[src/rtl/mem_sync_sp_lsu.sv]
`default_nettype none
// ============================================================================
// Module      : mem_sync_sp_lsu
// Description : Load/store initiator for a synchronous single-port 64-bit data
//               memory. It handles one access at a time. Optional counters are
//               built when the MEM_SYNC_SP_LSU_STATS_EN macro is defined.
// Revision    : 1.0
// ============================================================================
module mem_sync_sp_lsu #(
    parameter int DEPTH      = 2048,
    parameter int ADDR_WIDTH = $clog2(DEPTH),
    parameter int DATA_WIDTH = 64
) (
    input  logic                    clk,
    input  logic                    rst_n,
    input  logic                    req_valid,
    output logic                    req_ready,
    input  logic [ADDR_WIDTH+2:0]   req_addr,
    input  logic                    req_we,
    input  logic [1:0]              req_size,
    input  logic                    req_uns,
    input  logic [DATA_WIDTH-1:0]   req_wdata,
    output logic                    rsp_valid,
    input  logic                    rsp_ready,
    output logic [DATA_WIDTH-1:0]   rsp_rdata,
    output logic                    rsp_err,
    output logic [ADDR_WIDTH-1:0]   mem_addr,
    output logic [DATA_WIDTH-1:0]   mem_wdata,
    output logic [7:0]              mem_wen,
    input  logic [DATA_WIDTH-1:0]   mem_rdata,
    output logic [31:0]             stat_loads,
    output logic [31:0]             stat_stores,
    output logic [31:0]             stat_errs
);

    if (DATA_WIDTH != 64) begin : g_bad_width
        $error("mem_sync_sp_lsu supports DATA_WIDTH = 64 only");
    end

    typedef enum logic [1:0] {
        S_IDLE = 2'd0,
        S_WAIT = 2'd1,
        S_RESP = 2'd2
    } state_t;

    state_t                  r_state;
    logic [2:0]              r_off;
    logic [1:0]              r_size;
    logic                    r_uns;
    logic                    r_we;
    logic                    r_err;
    logic [ADDR_WIDTH-1:0]   r_word;

    logic                    w_hs;
    logic [2:0]              w_mask;
    logic                    w_err;
    logic [7:0]              w_wen_pat;
    logic [63:0]             w_shift;
    logic [63:0]             w_fmt;
    logic [63:0]             w_rsp_data;

    assign req_ready = (r_state == S_IDLE);
    assign w_hs      = req_valid && (r_state == S_IDLE);
    assign w_err     = |(req_addr[2:0] & w_mask);
    assign mem_addr  = (r_state == S_IDLE) ? req_addr[ADDR_WIDTH+2:3] : r_word;
    assign mem_wen   = (w_hs && req_we && !w_err) ? w_wen_pat : 8'h00;

    always_comb begin
        w_mask    = 3'b111;
        w_wen_pat = 8'hFF;
        mem_wdata = req_wdata;
        case (req_size)
            2'd0: begin
                w_mask    = 3'b000;
                w_wen_pat = 8'h01 << req_addr[2:0];
                mem_wdata = {8{req_wdata[7:0]}};
            end
            2'd1: begin
                w_mask    = 3'b001;
                w_wen_pat = 8'h03 << req_addr[2:0];
                mem_wdata = {4{req_wdata[15:0]}};
            end
            2'd2: begin
                w_mask    = 3'b011;
                w_wen_pat = 8'h0F << req_addr[2:0];
                mem_wdata = {2{req_wdata[31:0]}};
            end
            default: begin
                w_mask    = 3'b111;
                w_wen_pat = 8'hFF;
                mem_wdata = req_wdata;
            end
        endcase
    end

    // Read data is formatted with the request fields latched at handshake.
    always_comb begin
        w_shift = mem_rdata >> {r_off, 3'b000};
        case (r_size)
            2'd0:    w_fmt = r_uns ? {56'd0, w_shift[7:0]}  : {{56{w_shift[7]}},  w_shift[7:0]};
            2'd1:    w_fmt = r_uns ? {48'd0, w_shift[15:0]} : {{48{w_shift[15]}}, w_shift[15:0]};
            2'd2:    w_fmt = r_uns ? {32'd0, w_shift[31:0]} : {{32{w_shift[31]}}, w_shift[31:0]};
            default: w_fmt = mem_rdata;
        endcase
        w_rsp_data = (r_we || r_err) ? 64'd0 : w_fmt;
    end

    always_ff @(posedge clk or negedge rst_n) begin
        if (!rst_n) begin
            r_state   <= S_IDLE;
            r_off     <= 3'd0;
            r_size    <= 2'd0;
            r_uns     <= 1'b0;
            r_we      <= 1'b0;
            r_err     <= 1'b0;
            r_word    <= '0;
            rsp_valid <= 1'b0;
            rsp_rdata <= '0;
            rsp_err   <= 1'b0;
        end else begin
            case (r_state)
                S_IDLE: begin
                    if (w_hs) begin
                        r_off   <= req_addr[2:0];
                        r_size  <= req_size;
                        r_uns   <= req_uns;
                        r_we    <= req_we;
                        r_err   <= w_err;
                        r_word  <= req_addr[ADDR_WIDTH+2:3];
                        r_state <= S_WAIT;
                    end
                end
                S_WAIT: begin
                    rsp_rdata <= w_rsp_data;
                    rsp_err   <= r_err;
                    rsp_valid <= 1'b1;
                    r_state   <= S_RESP;
                end
                S_RESP: begin
                    if (rsp_ready) begin
                        rsp_valid <= 1'b0;
                        r_state   <= S_IDLE;
                    end
                end
                default: begin
                    rsp_valid <= 1'b0;
                    r_state   <= S_IDLE;
                end
            endcase
        end
    end

`ifdef MEM_SYNC_SP_LSU_STATS_EN
    logic [31:0] r_loads;
    logic [31:0] r_stores;
    logic [31:0] r_errs;

    // Misaligned accesses count only as errors, never as loads or stores.
    always_ff @(posedge clk or negedge rst_n) begin
        if (!rst_n) begin
            r_loads  <= 32'd0;
            r_stores <= 32'd0;
            r_errs   <= 32'd0;
        end else if (w_hs) begin
            if (w_err)
                r_errs <= r_errs + 32'd1;
            else if (req_we)
                r_stores <= r_stores + 32'd1;
            else
                r_loads <= r_loads + 32'd1;
        end
    end

    assign stat_loads  = r_loads;
    assign stat_stores = r_stores;
    assign stat_errs   = r_errs;
`else
    assign stat_loads  = 32'd0;
    assign stat_stores = 32'd0;
    assign stat_errs   = 32'd0;
`endif

endmodule
`default_nettype wire

[config.mk]
export PLATFORM = sky130hd
export DESIGN_NAME = mem_sync_sp_lsu
export DESIGN_NICKNAME = d
export VERILOG_FILES = /design/src/rtl/mem_sync_sp_lsu.sv
export SDC_FILE = /design/constraint.sdc
export NUM_CORES = 1
export LEC_CHECK = 0
export BUFFER_PORTS_ARGS = -buffer_cell sky130_fd_sc_hd__buf_2
export CAP_MARGIN = 0
export CORE_AREA = 2 2 154 156
export DETAILED_ROUTE_END_ITERATION = 8
export DIE_AREA = 0 0 156 158
export HOLD_SLACK_MARGIN = 0.1
export PLACE_DENSITY = 0.68
export REMOVE_ABC_BUFFERS = 1
export SYNTH_ARGS = -nofsm -noshare
export SYNTH_HDL_FRONTEND = slang
export SYNTH_SLANG_ARGS = --single-unit
export TNS_END_PERCENT = 30
[constraint.sdc]
create_clock -name clk -period 4.1 [get_ports clk]
set_clock_uncertainty 0.05 [all_clocks]
set_input_delay 0.82 -clock clk [delete_from_list [all_inputs] [get_ports clk]]
set_output_delay 0.82 -clock clk [all_outputs]
set_load 0.1 [all_outputs]
==> reports/summary.txt, run 1 <==
PostCTS Resize Cnt: 0
Final Hold Viols: 0
status: completed
Initial Util: 32.3%
#FFs+latches synth: 87
HP Class: reg2reg
Worst setup EP type: output port
kind of critical path: in2out
initial antenna violation count: 5
CTS Buf Count: 9
CP Launch Type: primary input
Worst Path Buf+Inv: 3
Leak: 5.01 nW
critical path startpoint: req_size[0]
core area: 0.0231 mm2
CP arrival: 2.78 ns
vias post-DR: 7,006
clk root buf: clkbuf_16
Unique masters post-synth: 45
Clk pin slew, worst setup/hold paths: 0.07 ns
Die X: 156 um
most frequent cells in the layout: buf_2 (250), conb_1 (96), dfrtp_1 (85), mux2i_1 (63), a22o_1 (57)
Max-Cap Viols: 0
Die H: 158 um
Via-to-Cell Ratio: 5.18
Final nets: 1,211
maximum vdd drop: 0.733 mV
Place WS: 0.442 ns
CP cell instances: buf_2, inv_1, ha_1, a21oi_1, nor2_1, a21oi_1, nand3_1, nor2_1, buf_12
RSZ-0062 raised after global routing: false
post-CTS setup buffers: 0
# DRC: 0
slew at the pin closest to its max-slew limit: 1.09 ns
Area contributors post-synth: dfrtp_1 (29%), buf_4 (11%), mux2i_1 (8.5%), mux4_2 (6.9%), a22o_1 (6.7%)
vias in the first global route: 6,681
WL per Instance: 20.0 um
most common cell after layout, fill and taps aside: buf_2
EDFF count, synth: 0
CTS sink count: 87
I/O pin total: 396
family with the most delay on the worst path: simple AND/OR/NAND/NOR gates
Achievable Freq: 274 MHz
Detail Placement HPWL: 20.1 mm
setup total negative slack: 0 ns
Routed Antenna Nets: 0
fillers: 2,258
tightest hold margin: 0.421 ns
delay of the slowest cell on the worst path: 0.42 ns
Post-CTS Hold Buffers: 0
FFs w/ async S/R, synth: 100%
FP Rows: 56
fin area: 0.00980 mm2
die footprint: 0.0246 mm2
RePlAce Congestion: 0.816
hold wc startpoint: rsp_rdata[31]
CTS tree: done
Seq/Total Area, Yosys: 29.2%
Final period util: 89.0%
Final WS setup: 0.451 ns
Clock Path Buffers: 2
Multi-input gate area: 0.00447 mm2
Worst-Skew Late Latency: 0.36 ns
gr ovfl total: 0
Post-Syn Area: 0.00746 mm2
slowest CP cell: ha_1
H-tree level count: 3
register area: 0.00218 mm2
Setup violations, final: 0
Gate Count Post-Synth: 802
drt pass-1 iters: 4
yosys warns: 0
largest net degree at the start of global routing: 72
PwrDens: 949 mW/mm2
initial DRC count: 312
Avg Cell Area, Syn: 9.30 um2
worst reg2reg path startpoint: r_off[0]
fin. max-slew vios: 0
IO Port Bufs: 299
crit-path max FO: 15
DRT Wirelength: 27.1 mm
post-synth top area share: 29.2%
placed cell area: 0.00949 mm2
first-pass GRT wire length: 39.8 mm
layout cells sized above 1: 40.7%
Primary FF master, synth: dfrtp_1
min cycle time layout: 3.65 ns
critical path required time: 3.23 ns
Area Growth Syn to Fin: 31.4%
relative slew slack: 26.8%
gr usage total: 21.1%
Yosys top cell by area: dfrtp_1
==> cell usage after synthesis, types with 5 or more instances <==
master / n
buf_4: 106
dfrtp_1: 87
mux2i_1: 63
a22o_1: 57
clkbuf_1: 46
nand2_1: 40
o21ai_0: 38
or2_2: 35
nor2_1: 32
mux2_2: 29
a21oi_1: 27
a21o_1: 26
inv_1: 24
mux4_2: 23
a211oi_1: 18
a221o_1: 15
o21ai_1: 13
nand2b_1: 12
buf_2: 11
nor2b_1: 10
a31oi_1: 9
o21a_1: 8
o22ai_1: 8
o2bb2ai_1: 8
a2bb2oi_1: 7
and4_1: 7
buf_1: 6
ha_1: 6
nor3_1: 5
==> final cells by class <==
class / instances / share of cell area (%)
antenna: 2 / 0.0511
clock buffer: 9 / 2.30
clock inverter: 7 / 0.792
inverter: 24 / 0.920
multi-input combinational: 613 / 45.6
sequential: 87 / 22.2
tap: 290 / 3.70
timing repair buffer: 320 / 24.4
==> worst paths after layout <==
check                      slack, ns             to  cells after the start
min                             0.42  rsp_rdata[31]                      1
min in group asynchronous       0.52  rsp_rdata[41]                      1
max in group asynchronous       2.73  rsp_rdata[52]                      2
max                             0.45     mem_wen[0]                      9
max reg2reg                     0.99  rsp_rdata[62]                      6
min reg2reg                     0.42  rsp_rdata[31]                      1
==> power by group <==
part | internal [W] | switching [W]
Clock | 0.000481 | 0.000402
Sequential | 0.00126 | 0.000293
Combinational | 0.00168 | 0.00518
Total | 0.00342 | 0.00587
==> kinds of logic after synthesis <==
kind of cell               after synthesis  share of synthesized area, %
buffers and inverters                  197                          15.8
and+or+nand+nor                        155                          10.7
AOI/OAI and AO/OA                      241                          23.4
adders and majority gates                6                          1.01
muxes                                  115                          19.8
other                                    1                        0.0503
DFF                                     87                          29.2
==> layer usage <==
metal / up-vias / GRT usage [%] / part of all wire, %
met2: 342 / 37.2 / 52
met1: 3407 / 25.8 / 40
met5: - / 0 / 0.048
li1: 3223 / - / -
met3: 32 / 4.68 / 7.2
met4: 2 / 6.47 / 1.6
==> per-stage QoR <==
stage	utilization, %	cells	total power [W]
after global routing	42.5	1352	0.00970
final	42.5	1352	0.00929
after global placement	41.2	1334	0.00838
after floorplan	-	724	0.00701
after detailed placement	41.2	1334	0.00844
after CTS	42.5	1350	0.00935
==> flip-flops by register name, indices dropped and copies added, names as in the netlist <==
signal and count:
rsp_rdata 64, r_word 11, r_off 3, r_size 2, r_state 2, r_err 1
r_uns 1, r_we 1, rsp_err 1, rsp_valid 1
Power figures use the tool's default switching activity.
==> run 2: changes to the inputs <==
CTS_CLUSTER_SIZE = 25   (was default)
REMOVE_ABC_BUFFERS = default   (was 1)
==> run 2 against run 1 <==
Effect of this change:
- sequential power grew 4%
- combinational power fell by 2%
- power is 1.6% lower
- via count increased by 1.2%
- clock power decreased by 4.1%
- worst hold slack improved by 0.0040 ns
- final area shrank 2.4%
- routed wire length down 0.26%
- die area did not move
- critical path type unchanged
- largest cell class unchanged
==> reports/summary.txt, run 2 (synthesis gave the netlist of run 1 again) <==
status: completed
met1 wire length: 9.95 mm
Final nets: 1,208
Clock Path Buffers: 2
CP Launch Type: primary input
# placed instances: 1,331
RSZ-0062 raised after global routing: false
largest net degree at the start of global routing: 71
slew at the pin closest to its max-slew limit: 0.928 ns
Via-to-Cell Ratio: 5.26
WL per Instance: 20.0 um
fillers: 2,297
drt pass-1 iters: 4
H-tree level count: 3
Core Util, Final: 41.5%
CTS Buf Count: 9
top layer in use: met5
family with the most delay on the worst path: simple AND/OR/NAND/NOR gates
die footprint: 0.0246 mm2
initial DRC count: 417
relative slew slack: 38.1%
Die X: 156 um
Post-Layout Cell Count: 1,348
CTS tree: done
DRT Wirelength: 27.0 mm
tightest hold margin: 0.425 ns
met3 wire length: 2.25 mm
max reg flops: 64
delay of the slowest cell on the worst path: 0.33 ns
PostCTS Resize Cnt: 0
fin. max-slew vios: 0
most frequent cells in the layout: buf_2 (264), conb_1 (96), dfrtp_1 (85), mux2i_1 (63), a22o_1 (57)
Max-Cap Viols: 0
Achievable Freq: 285 MHz
PwrDens: 957 mW/mm2
register area: 0.00218 mm2
HP Class: reg2reg
# DRC: 0
vias post-DR: 7,092
clk root buf: clkbuf_16
Worst setup EP type: output port
Final period util: 85.6%
gr ovfl total: 0
Place WS: 0.549 ns
CP arrival: 2.64 ns
Leak: 4.92 nW
Largest Register: rsp_rdata
gr usage total: 20.9%
Final WS setup: 0.589 ns
Final Hold Viols: 0
I/O pin total: 396
critical path required time: 3.23 ns
vias in the first global route: 6,711
FP Rows: 56
maximum vdd drop: 0.483 mV
RePlAce Congestion: 0.903
Worst Path Buf+Inv: 3
core area: 0.0231 mm2
Top Registers: rsp_rdata x64, r_word x11, r_off x3
Setup violations, final: 0
Multi-input gate area: 0.00447 mm2
min cycle time layout: 3.51 ns
CP cell instances: buf_2, inv_1, ha_1, a21oi_1, nor2_1, a21oi_1, nand3_1, nor2_1, buf_12
Area Growth Syn to Fin: 28.3%
initial antenna violation count: 3
Detail Placement HPWL: 21.2 mm
layout cells sized above 1: 40.6%
IO Port Bufs: 299
Routed Antenna Nets: 0
CTS sink count: 87
post-CTS setup buffers: 0
kind of critical path: in2out
slowest CP cell: ha_1
Clk pin slew, worst setup/hold paths: 0.06 ns
Die H: 158 um
met2 WL: 14.0 mm
Worst-Skew Late Latency: 0.35 ns
Initial Util: 32.3%
first-pass GRT wire length: 39.3 mm
total power draw: 0.00915 W
most common cell after layout, fill and taps aside: buf_2
crit-path max FO: 9
Post-CTS Hold Buffers: 0
## run 2: cell types whose count changed in the layout (fill, tap and decap cells not counted)
cell / previous run / this run
clkinv_2: 2 / 1
inv_6: 2 / 0
clkbuf_1: 0 / 1
buf_12: 49 / 35
clkinvlp_4: 0 / 2
a21oi_1: 27 / 25
buf_2: 250 / 264
diode_2: 2 / 1
buf_4: 21 / 18
a21oi_2: 0 / 2
## run 2: worst paths after layout
check                         startpoint       endpoint  slack [ns]  cells past startpoint
hold reg to reg            rsp_rdata[31]  rsp_rdata[31]        0.42                      1
min in group asynchronous          rst_n  rsp_rdata[32]        0.55                      1
max in group asynchronous          rst_n      r_word[3]        2.64                      2
hold / removal             rsp_rdata[31]  rsp_rdata[31]        0.42                      1
setup reg to reg                r_off[0]  rsp_rdata[59]        0.82                      6
setup / recovery             req_size[0]     mem_wen[6]        0.59                      9
## run 2: worst register-to-register path, stage by stage (launching register included)
cell     delay (ns)
dfrtp_2        0.84
mux2i_1        0.27
mux4_2         0.56
o31a_1         0.51
a31oi_4        0.47
buf_4          0.35
a22o_1         0.17
## run 2: cell type report
| cell class | instances | area share [%] |
|---|---|---|
| sequential | 87 | 22.8 |
| timing repair buffer | 317 | 22.6 |
| antenna | 1 | 0.0262 |
| inverter | 24 | 0.942 |
| clock inverter | 6 | 0.733 |
| tap | 290 | 3.79 |
| clock buffer | 10 | 2.39 |
| multi-input combinational | 613 | 46.8 |
## run 2: stage by stage
stage | setup TNS [ns] | instance area (um2)
after detailed placement | 0 | 9260
after global placement | 0 | 9260
final | 0 | 9570
after global routing | 0 | 9560
after CTS | 0 | 9560
after floorplan | -1.04 | 7820
## run 2: report_power, final
group          leakage [nW]  internal, W  switching (W)  total (W)
combinational          3.64      0.00163        0.00506    0.00669
sequential             1.14      0.00126       0.000358    0.00161
clock                 0.141     0.000477       0.000371   0.000848
## run 2: routing by layer
layer | track usage, % | vias up
met1 | 23.6 | 3446
met2 | 38.7 | 372
li1 | - | 3227
met4 | 8.34 | 2
met5 | 0 | -
met3 | 4.13 | 45
==> run 3: changes to the inputs <==
CORE_AREA = 5 5 152 154   (was 2 2 154 156)
DIE_AREA = 0 0 157 159   (was 0 0 156 158)
PLACE_DENSITY = 0.71   (was 0.68)
==> run 3 against run 2 <==
Effect of this change:
- register-to-register slack improved by 0.02 ns
- largest power group unchanged
- sequential power barely moved
- setup slack got worse by 0.074 ns
- flip-flop and latch count did not move
- die area rose by 1.3%
- utilization rose by 2.8 points
- final cell count fell by 0.67%
- power rose by 0.17%
- maximum frequency fell by 2.1%
- combinational power barely moved
- highest routed layer is now met4
==> reports/summary.txt, run 3 (synthesis gave the netlist of run 1 again) <==
Largest Register: rsp_rdata
gr ovfl total: 0
IO Port Bufs: 299
H-tree level count: 3
HP Class: reg2reg
critical path required time: 3.23 ns
DRT Wirelength: 28.1 mm
fillers: 2,117
Clk pwr share: 9.5%
tightest hold margin: 0.423 ns
fin. max-slew vios: 0
Comb pwr share: 72.7%
Top Registers: rsp_rdata x64, r_word x11, r_off x3
setup total negative slack: 0 ns
Worst Path Buf+Inv: 3
Post-CTS Hold Buffers: 0
initial DRC count: 458
delay of the slowest cell on the worst path: 0.35 ns
Final nets: 1,209
Flop pwr share: 17.9%
most common cell after layout, fill and taps aside: buf_2
CTS tree: done
Leak: 4.93 nW
Worst-Skew Late Latency: 0.35 ns
RSZ-0062 raised after global routing: false
die footprint: 0.0250 mm2
Routed Antenna Nets: 0
Achievable Freq: 279 MHz
CP cell instances: buf_2, inv_1, ha_1, a21oi_1, nor2_1, a21oi_1, nand3_1, nor2_1, buf_12
Clk pin slew, worst setup/hold paths: 0.06 ns
slew at the pin closest to its max-slew limit: 0.885 ns
WP depth: 9
P_int: 0.00337 W
gr usage total: 21.4%
max reg flops: 64
family with the most delay on the worst path: simple AND/OR/NAND/NOR gates
initial antenna violation count: 3
Net Switching: 0.00580 W
crit-path max FO: 12
critical path startpoint: req_size[0]
Initial Util: 34.6%
Clock Path Buffers: 2
clk root buf: clkbuf_16
Final WS setup: 0.515 ns
min cycle time layout: 3.58 ns
layout cells sized above 1: 40.7%
relative slew slack: 41.0%
RePlAce Congestion: 0.904
FP Rows: 54
CP arrival: 2.71 ns
Die H: 159 um
vias post-DR: 7,095
post-CTS setup buffers: 0
vias in the first global route: 7,091
first-pass GRT wire length: 41.8 mm
PostCTS Resize Cnt: 0
core area: 0.0216 mm2
# DRC: 0
Area Growth Syn to Fin: 28.1%
Setup violations, final: 0
slowest CP cell: ha_1
status: completed
r2r worst-path depth: 6
I/O pin total: 396
most frequent cells in the layout: buf_2 (264), conb_1 (96), dfrtp_1 (85), mux2i_1 (63), a22o_1 (57)
Sw Ratio: 63.2%
maximum vdd drop: 0.479 mV
worst setup path end: mem_wen[5]
CP Launch Type: primary input
Place WS: 0.541 ns
Via-to-Cell Ratio: 5.30
CTS sink count: 87
Max-Cap Viols: 0
kind of critical path: in2out
Detail Placement HPWL: 22.3 mm
Worst setup EP type: output port
Final Hold Viols: 0
WL per Instance: 21.0 um
Die X: 157 um
worst reg2reg path startpoint: r_off[0]
drt pass-1 iters: 6
R2R Path End: rsp_rdata[60]
internal reg-to-reg setup slack: 0.84 ns
PwrDens: 959 mW/mm2
Final period util: 87.4%
Core Util, Final: 44.3%
CTS Buf Count: 9
largest net degree at the start of global routing: 68
[run 3: changes by cell type in the layout (fill, tap and decap cells not counted), sizes merged]
cell      delta
buf          +1
clkbuf       -1
inv          +2
clkinvlp     -1
[run 3: worst register-to-register path, stage by stage, from the launching register on]
cell	delay, ns
dfrtp_2	0.85
mux2i_1	0.25
mux4_2	0.55
o31a_1	0.50
a31oi_4	0.47
buf_4	0.35
a22o_1	0.18
[run 3: how the worst min path moves through the flow]
| stage | end | start | cells after the start | slack (ns) |
|---|---|---|---|---|
| 2_1_floorplan | r_state[1] | r_state[1] | 2 | 0.42 |
| 3_3_place_gp | rsp_rdata[20] | rsp_rdata[20] | 1 | 0.40 |
| 3_5_place_dp | rsp_rdata[31] | rsp_rdata[31] | 1 | 0.41 |
| 4_1_cts | rsp_rdata[31] | rsp_rdata[31] | 1 | 0.43 |
| 5_1_grt | rsp_rdata[18] | rsp_rdata[18] | 1 | 0.44 |
| 6_report | rsp_rdata[31] | rsp_rdata[31] | 1 | 0.42 |
[run 3: power groups by stage]
stage | Combinational, W | Sequential (W) | Clock [W]
global placement | 0.00663 | 0.00163 | 0
finish | 0.00666 | 0.00164 | 0.000869
global route | 0.00694 | 0.00169 | 0.000920
CTS | 0.00669 | 0.00163 | 0.000888
detailed placement | 0.00668 | 0.00165 | 0
floorplan | 0.00357 | 0.00364 | 0
[run 3: through the flow]
| step | cells | cell area, um2 | power, W |
|---|---|---|---|
| detailed placement | 1322 | 9250 | 0.00832 |
| finish | 1339 | 9550 | 0.00916 |
| global route | 1339 | 9550 | 0.00955 |
| floorplan | 897 | 7820 | 0.00721 |
| CTS | 1338 | 9550 | 0.00921 |
| global placement | 1322 | 9250 | 0.00826 |
[run 3: final cells by class]
type	instances	area, um2	share of cell area [%]
well taps	280	350	3.67
repair buffers	318	2150	22.5
inverters	24	90.1	0.943
clock buffers	9	225	2.36
flip-flops and latches	87	2180	22.8
diodes	1	2.50	0.0262
multi-input cells	613	4470	46.8
clock inverters	7	80.1	0.838
[run 3: routing by layer]
metal  vias to the layer above  wire [um]  GRT usage, %
li1                       3231          -             -
met1                      3392      10200          24.9
met2                       408      14500          38.5
met3                        64       2370          4.54
met4                         0       1000          7.69
met5                         -          0             0
